==> src/rtl/gl_fetch_stream.sv <==
// Instruction-stream fetch unit: BRAM reads, opcode/operand tagging, 2-entry skid buffer, redirect.
// Optional halt opcode (0xFF) is enabled by defining GL_FETCH_HALT_EN.
module gl_fetch_stream #(
    parameter int ADDR_WIDTH = 32,
    parameter int DATA_WIDTH = 32,
    parameter logic [ADDR_WIDTH-1:0] TEXT_START = '0,
    parameter logic [DATA_WIDTH-1:0] RESET_VALUE = '0,
    parameter int IDX_WIDTH = 5
) (
    input  logic                  clk,
    input  logic                  reset,
    output logic [ADDR_WIDTH-1:0] inst_addr,
    output logic                  inst_rd_en,
    input  logic [DATA_WIDTH-1:0] inst_in,
    output logic                  out_valid,
    input  logic                  out_ready,
    output logic [DATA_WIDTH-1:0] out_word,
    output logic                  out_opcode,
    output logic [IDX_WIDTH-1:0]  out_index,
    output logic                  out_last,
    input  logic                  redirect_valid,
    input  logic [ADDR_WIDTH-1:0] redirect_addr,
    output logic                  halted
);

    localparam int EW = DATA_WIDTH + IDX_WIDTH + 2;
    localparam logic [EW-1:0] RESET_ENTRY = {RESET_VALUE, 1'b0, {IDX_WIDTH{1'b0}}, 1'b0};

    function automatic logic [IDX_WIDTH-1:0] operand_count(input logic [7:0] op);
        case (op)
            8'h03, 8'h04:                      operand_count = IDX_WIDTH'(3);
            8'h11, 8'h13, 8'h16, 8'h17, 8'h18: operand_count = IDX_WIDTH'(16);
            8'h19:                             operand_count = IDX_WIDTH'(4);
            8'h1A:                             operand_count = IDX_WIDTH'(6);
            default:                           operand_count = '0;
        endcase
    endfunction

    logic [ADDR_WIDTH-1:0] addr_reg;
    logic                  inflight_reg;
    logic [1:0]            occ_reg;
    logic [1:0]            occ_mid;
    logic [1:0]            occ_next;
    logic [EW-1:0]         entry_reg [2];
    logic [EW-1:0]         entry_next [2];
    logic [EW-1:0]         new_entry;
    logic [IDX_WIDTH-1:0]  count_reg;
    logic [IDX_WIDTH-1:0]  count_next;
    logic [IDX_WIDTH-1:0]  total_reg;
    logic [IDX_WIDTH-1:0]  total_next;
    logic [IDX_WIDTH-1:0]  op_cnt;
    logic [2:0]            level;
    logic                  pop;
    logic                  issue;
    logic                  halt_block;

`ifdef GL_FETCH_HALT_EN
    logic halted_reg;
    logic halt_now;

    // A halt opcode on the return path already blocks the read that would follow it.
    assign halt_now   = inflight_reg && (count_reg == '0) && (inst_in[7:0] == 8'hFF);
    assign halt_block = halted_reg || halt_now;
    assign halted     = halted_reg;

    always_ff @(posedge clk or negedge reset) begin
        if (!reset) begin
            halted_reg <= 1'b0;
        end else if (redirect_valid) begin
            halted_reg <= 1'b0;
        end else if (halt_now) begin
            halted_reg <= 1'b1;
        end
    end
`else
    assign halt_block = 1'b0;
    assign halted     = 1'b0;
`endif

    assign out_valid = (occ_reg != 2'd0);
    assign {out_word, out_opcode, out_index, out_last} = entry_reg[0];
    assign pop = out_valid && out_ready;

    // Slots committed after this edge: buffered words plus the pending return, minus the one leaving.
    assign level      = {1'b0, occ_reg} + {2'b00, inflight_reg} - {2'b00, pop};
    assign issue      = reset && !redirect_valid && !halt_block && (level < 3'd2);
    assign inst_rd_en = issue;
    assign inst_addr  = addr_reg;

    always_comb begin
        op_cnt     = operand_count(inst_in[7:0]);
        new_entry  = '0;
        count_next = count_reg;
        total_next = total_reg;
        if (count_reg == '0) begin
            new_entry  = {inst_in, 1'b1, {IDX_WIDTH{1'b0}}, (op_cnt == '0)};
            count_next = op_cnt;
            total_next = op_cnt;
        end else begin
            new_entry  = {inst_in, 1'b0, total_reg - count_reg + IDX_WIDTH'(1),
                          (count_reg == IDX_WIDTH'(1))};
            count_next = count_reg - IDX_WIDTH'(1);
        end
    end

    always_comb begin
        entry_next[0] = entry_reg[0];
        entry_next[1] = entry_reg[1];
        occ_mid       = occ_reg;
        if (pop) begin
            entry_next[0] = entry_reg[1];
            occ_mid       = occ_reg - 2'd1;
        end
        if (inflight_reg) begin
            if (occ_mid == 2'd0) begin
                entry_next[0] = new_entry;
            end else begin
                entry_next[1] = new_entry;
            end
        end
        occ_next = occ_mid + {1'b0, inflight_reg};
    end

    always_ff @(posedge clk or negedge reset) begin
        if (!reset) begin
            addr_reg      <= TEXT_START;
            inflight_reg  <= 1'b0;
            occ_reg       <= 2'd0;
            entry_reg[0]  <= RESET_ENTRY;
            entry_reg[1]  <= RESET_ENTRY;
            count_reg     <= '0;
            total_reg     <= '0;
        end else if (redirect_valid) begin
            addr_reg      <= redirect_addr;
            inflight_reg  <= 1'b0;
            occ_reg       <= 2'd0;
            count_reg     <= '0;
            total_reg     <= '0;
        end else begin
            if (issue) begin
                addr_reg <= addr_reg + ADDR_WIDTH'(1);
            end
            inflight_reg <= issue;
            occ_reg      <= occ_next;
            entry_reg[0] <= entry_next[0];
            entry_reg[1] <= entry_next[1];
            if (inflight_reg) begin
                count_reg <= count_next;
                total_reg <= total_next;
            end
        end
    end

endmodule

==> config.mk <==
export PLATFORM = sky130hd
export DESIGN_NAME = gl_fetch_stream
export DESIGN_NICKNAME = d
export VERILOG_FILES = /design/src/rtl/gl_fetch_stream.sv
export SDC_FILE = /design/constraint.sdc
export NUM_CORES = 1
export LEC_CHECK = 0
export ABC_AREA = 1
export ABC_CLOCK_PERIOD_IN_PS = 3650
export CORE_MARGIN = 5
export CORE_UTILIZATION = 25
export CTS_CLUSTER_DIAMETER = 50
export DETAILED_ROUTE_END_ITERATION = 8
export PLACE_DENSITY_LB_ADDON = 0.3
export REMOVE_ABC_BUFFERS = 1
export SYNTH_ARGS = -nofsm -noshare
export SYNTH_HDL_FRONTEND = slang
export SYNTH_SLANG_ARGS = --single-unit
==> constraint.sdc <==
create_clock -name clk -period 3.65 [get_ports clk]
set_input_delay 0.5475 -clock clk [delete_from_list [all_inputs] [get_ports clk]]
set_output_delay 0.5475 -clock clk [all_outputs]
set_load 0.02 [all_outputs]
==> flow_summary_export.csv <==
group,metric,value,unit
sta,tightestPinTransition,0.8904,ns
setup_path,worstSetupPathType,"reg -> out",
yosys,yosysUniqueCellTypes,37,
floorplanning,start_util,25.16,%
route,drt_iter0_markers,345,
setup_path,crit_arrival,2.88,ns
route,vias,6958,
floorplanning,core_area,30350,um^2
worst_hold_path,hp-class,"in -> async",
yosys,ys.flop_type,"dfrtp_1",
sta,fin_crit_sh,93.96,%
pwr,peakVddDrop,0.3040,mV
layout,fillerInstances,3262,
clock_tree,cts_root_buf,"clkbuf_16",
sta,max_freq,291.6,MHz
clock_tree,cts_buffer_depth,2,
pwr,switching_share,42.25,%
layout,area_growth,27.92,%
clock_tree,cts_made_buffers,17,
setup_path,path_delay_family,"adder cells",
floorplanning,die-area,34140,um^2
yosys,yosys_warnings,0,
floorplanning,io-pin-count,142,
route,vias_per_cell,4.362,
yosys,synth.largest_area_cell,"dfrtp_1",
layout,largest_register_ffs,39,
route,routedWlPerCell,13.72,um
yosys,synth.most_common_cell,"nand2_1",
layout,final_nets,1273,
global_route,overflow,0,
placement,dpl.hpwl,15310,um
route,drc,0,
sta,max_slew_margin,40.64,%
yosys,synth_common_cells,"nand2_1, inv_1, dfrtp_1",
pwr,p_per_area,773.8,nW/um^2
setup_path,endpoint_kind,"primary output",
setup_path,timing.critical_path.buf_inv,6,
sta,rsz0062_at_grt,"false",
placement,gp_congestion,0.9166,
clock_tree,h-tree-depth,4,
layout,diodes,0,
route,firstDrtPassIters,4,
yosys,syn_area_per_cell,6.999,um^2
global_route,grt_usage,13.10,%
floorplanning,dieHeight,184.8,um
pwr,clockPowerShare,23.1,%
pwr,p_switching,0.003194,W
yosys,syn_inst,1091,
yosys,synth_area_leaders,"dfrtp_1, nand2_1, inv_1",
setup_path,start_kind,"register",
yosys,synth.cell_area,7636,um^2
route,wirelength,21890,um
floorplanning,fp-row-count,64,
sta,slew_viol_final,0,
clock_tree,clock-sinks,122,
clock_tree,tritoncts,"done",
setup_path,cp_slowest_cell,"fa_1",
yosys,yosysSeqAreaShare,39.98,%
yosys,async_flop_share,100.0,%
pwr,cellLeakagePower,4.551,nW
pwr,p_seq_share,31.3,%
layout,stdcell_count,1595,
setup_path,worstPathRequired,3.10,ns
floorplanning,dieWidth,184.8,um
yosys,synth-edff-count,0,
clock_tree,clock_latency,0.43,ns
sta,hold_viol,0,
pwr,power_frac_comb,45.7,%
setup_path,cp_max_fo,4,
job,max_cap_violations,0,
global_route,antenna_found_initial,0,
yosys,synth_top_area_share,39.98,%
layout,layout-drive-gt1-share,6.172,%
global_route,grt_pass1_vias,6817,
setup_path,max_stage_delay,0.49,ns
sta,fin_worst_skew,0.01473,ns
global_route,grt_max_degree,78,
pwr,p_total,0.007558,W
placement,portBuffers,140,
clock_tree,path_clk_slew,0.06,ns
yosys,ys_ff_latch,122,
route,ant_nets,0,
setup_path,path_cells,"inv_1, ha_1, inv_2, nand2_4, inv_2, ha_1, inv_1, ha_1, inv_1, fa_1, nand3_2, nor2_4, dlygate4sd2_1",
pwr,p_int,0.004365,W
global_route,grt_pass1_wl,35750,um
status,status,"complete, no violations",
placement,dp_cells,1563,
sta,timing.final.crit_period,3.430,ns
sta,setup_viol,0,
==> per-stage QoR <==
| stage | utilization, % | instance area [um^2] | worst slack (ns) | hold WS, ns | setup TNS, ns |
|---|---|---|---|---|---|
| 6_report | 32.19 | 9768 | 0.2204 | 0.4860 | 0 |
| 5_1_grt | 32.19 | 9768 | 0.04807 | 0.4874 | 0 |
| 4_1_cts | 32.19 | 9768 | 0.1900 | 0.4879 | 0 |
| 3_5_place_dp | 30.20 | 9166 | 0.07176 | 0.3574 | 0 |
| 3_3_place_gp | 30.20 | 9166 | 0.07617 | 0.3549 | 0 |
| 2_1_floorplan | - | 7104 | -0.5906 | 0.2519 | -18.20 |
==> cells by family (layout without fill, tap and decap cells) <==
logic type                 after synthesis  after routing  share of synthesized area (%)
and+or+nand+nor                        545            545                          29.85
buffers and inverters                  240            348                          14.83
AOI/OAI and AO/OA                      152            152                          10.65
DFF                                    122            122                          39.98
adders and majority gates               18             18                          3.146
xor gates and xnor gates                13             13                          1.491
other                                    1              1                        0.04911
==> worst reg2reg max path: cells and delay by family, from the launching register on <==
| kind | cells | cell delay [ns] |
|---|---|---|
| XOR/XNOR | 1 | 0.28 |
| flip-flops | 1 | 0.44 |
| adder cells (fa/ha/maj) | 4 | 0.94 |
| buffers and inverters | 8 | 0.83 |
| AND/OR/NAND/NOR | 5 | 0.50 |
==> placed cells by master (no fill, tap or decap), types with 3 or more instances in the layout <==
master,Yosys,final
o211ai_1,8,8
ha_1,16,16
inv_1,154,153
nor2_4,3,3
nand4_1,5,5
nand3b_1,11,11
clkbuf_16,0,17
clkinvlp_4,0,3
inv_2,6,7
buf_12,0,3
nand2_1,366,366
o21bai_1,4,4
o21ai_1,38,38
clkdlybuf4s50_1,0,138
or2_2,3,3
nor2_2,5,5
a21oi_1,8,8
o21ai_0,89,89
inv_6,0,4
buf_4,48,13
xor2_1,11,11
nand3_1,77,77
nor2_1,66,66
dfrtp_1,122,122
==> power groups by stage <==
stage	sequential, W	clock [W]	combinational, W
global route	0.00245	0.00186	0.00392
finish	0.00236	0.00174	0.00345
CTS	0.00237	0.00180	0.00351
global placement	0.00238	0	0.00345
detailed placement	0.00238	0	0.00350
floorplan	0.00264	0	0.00175
==> routing by layer <==
| layer | share of wire, % | global-route usage [%] |
|---|---|---|
| met1 | 48 | 17.78 |
| met2 | 44 | 20.53 |
| met3 | 6.5 | 3.555 |
| met4 | 1.9 | 3.905 |
| met5 | 0 | 0 |
==> cell type report <==
type | instances | area (um^2) | area share [%]
clock buffer | 19 | 452.9 | 4.637
clock inverter | 12 | 140.1 | 1.435
inverter | 160 | 600.6 | 6.148
multi-input combinational | 729 | 3457 | 35.39
sequential | 122 | 3053 | 31.25
tap | 396 | 495.5 | 5.072
timing repair buffer | 157 | 1569 | 16.06
==> worst paths after layout <==
check                                    from       endpoint  slack [ns]  cells past startpoint
min in group clk                entry_reg[22]  entry_reg[22]        0.49                      2
worst min-delay path                    reset   inst_addr[0]        0.49                      2
worst max register to register     occ_reg[1]   inst_addr[1]        0.55                     18
max in group asynchronous               reset   out_word[25]        2.07                      3
worst min register to register  entry_reg[22]  entry_reg[22]        0.49                      2
worst max-delay path               occ_reg[1]     inst_rd_en        0.22                     13
==> repair_timing <==
| item | CTS | global route |
|---|---|---|
| hold buffers | 1 | 0 |
| buffers inserted | 0 | 0 |
| resized for setup | 1 | 0 |
| endpoints found under the setup margin | 1 | 0 |
| endpoints found under the hold margin | 3 | 0 |
(Power assumes the default switching activity.)
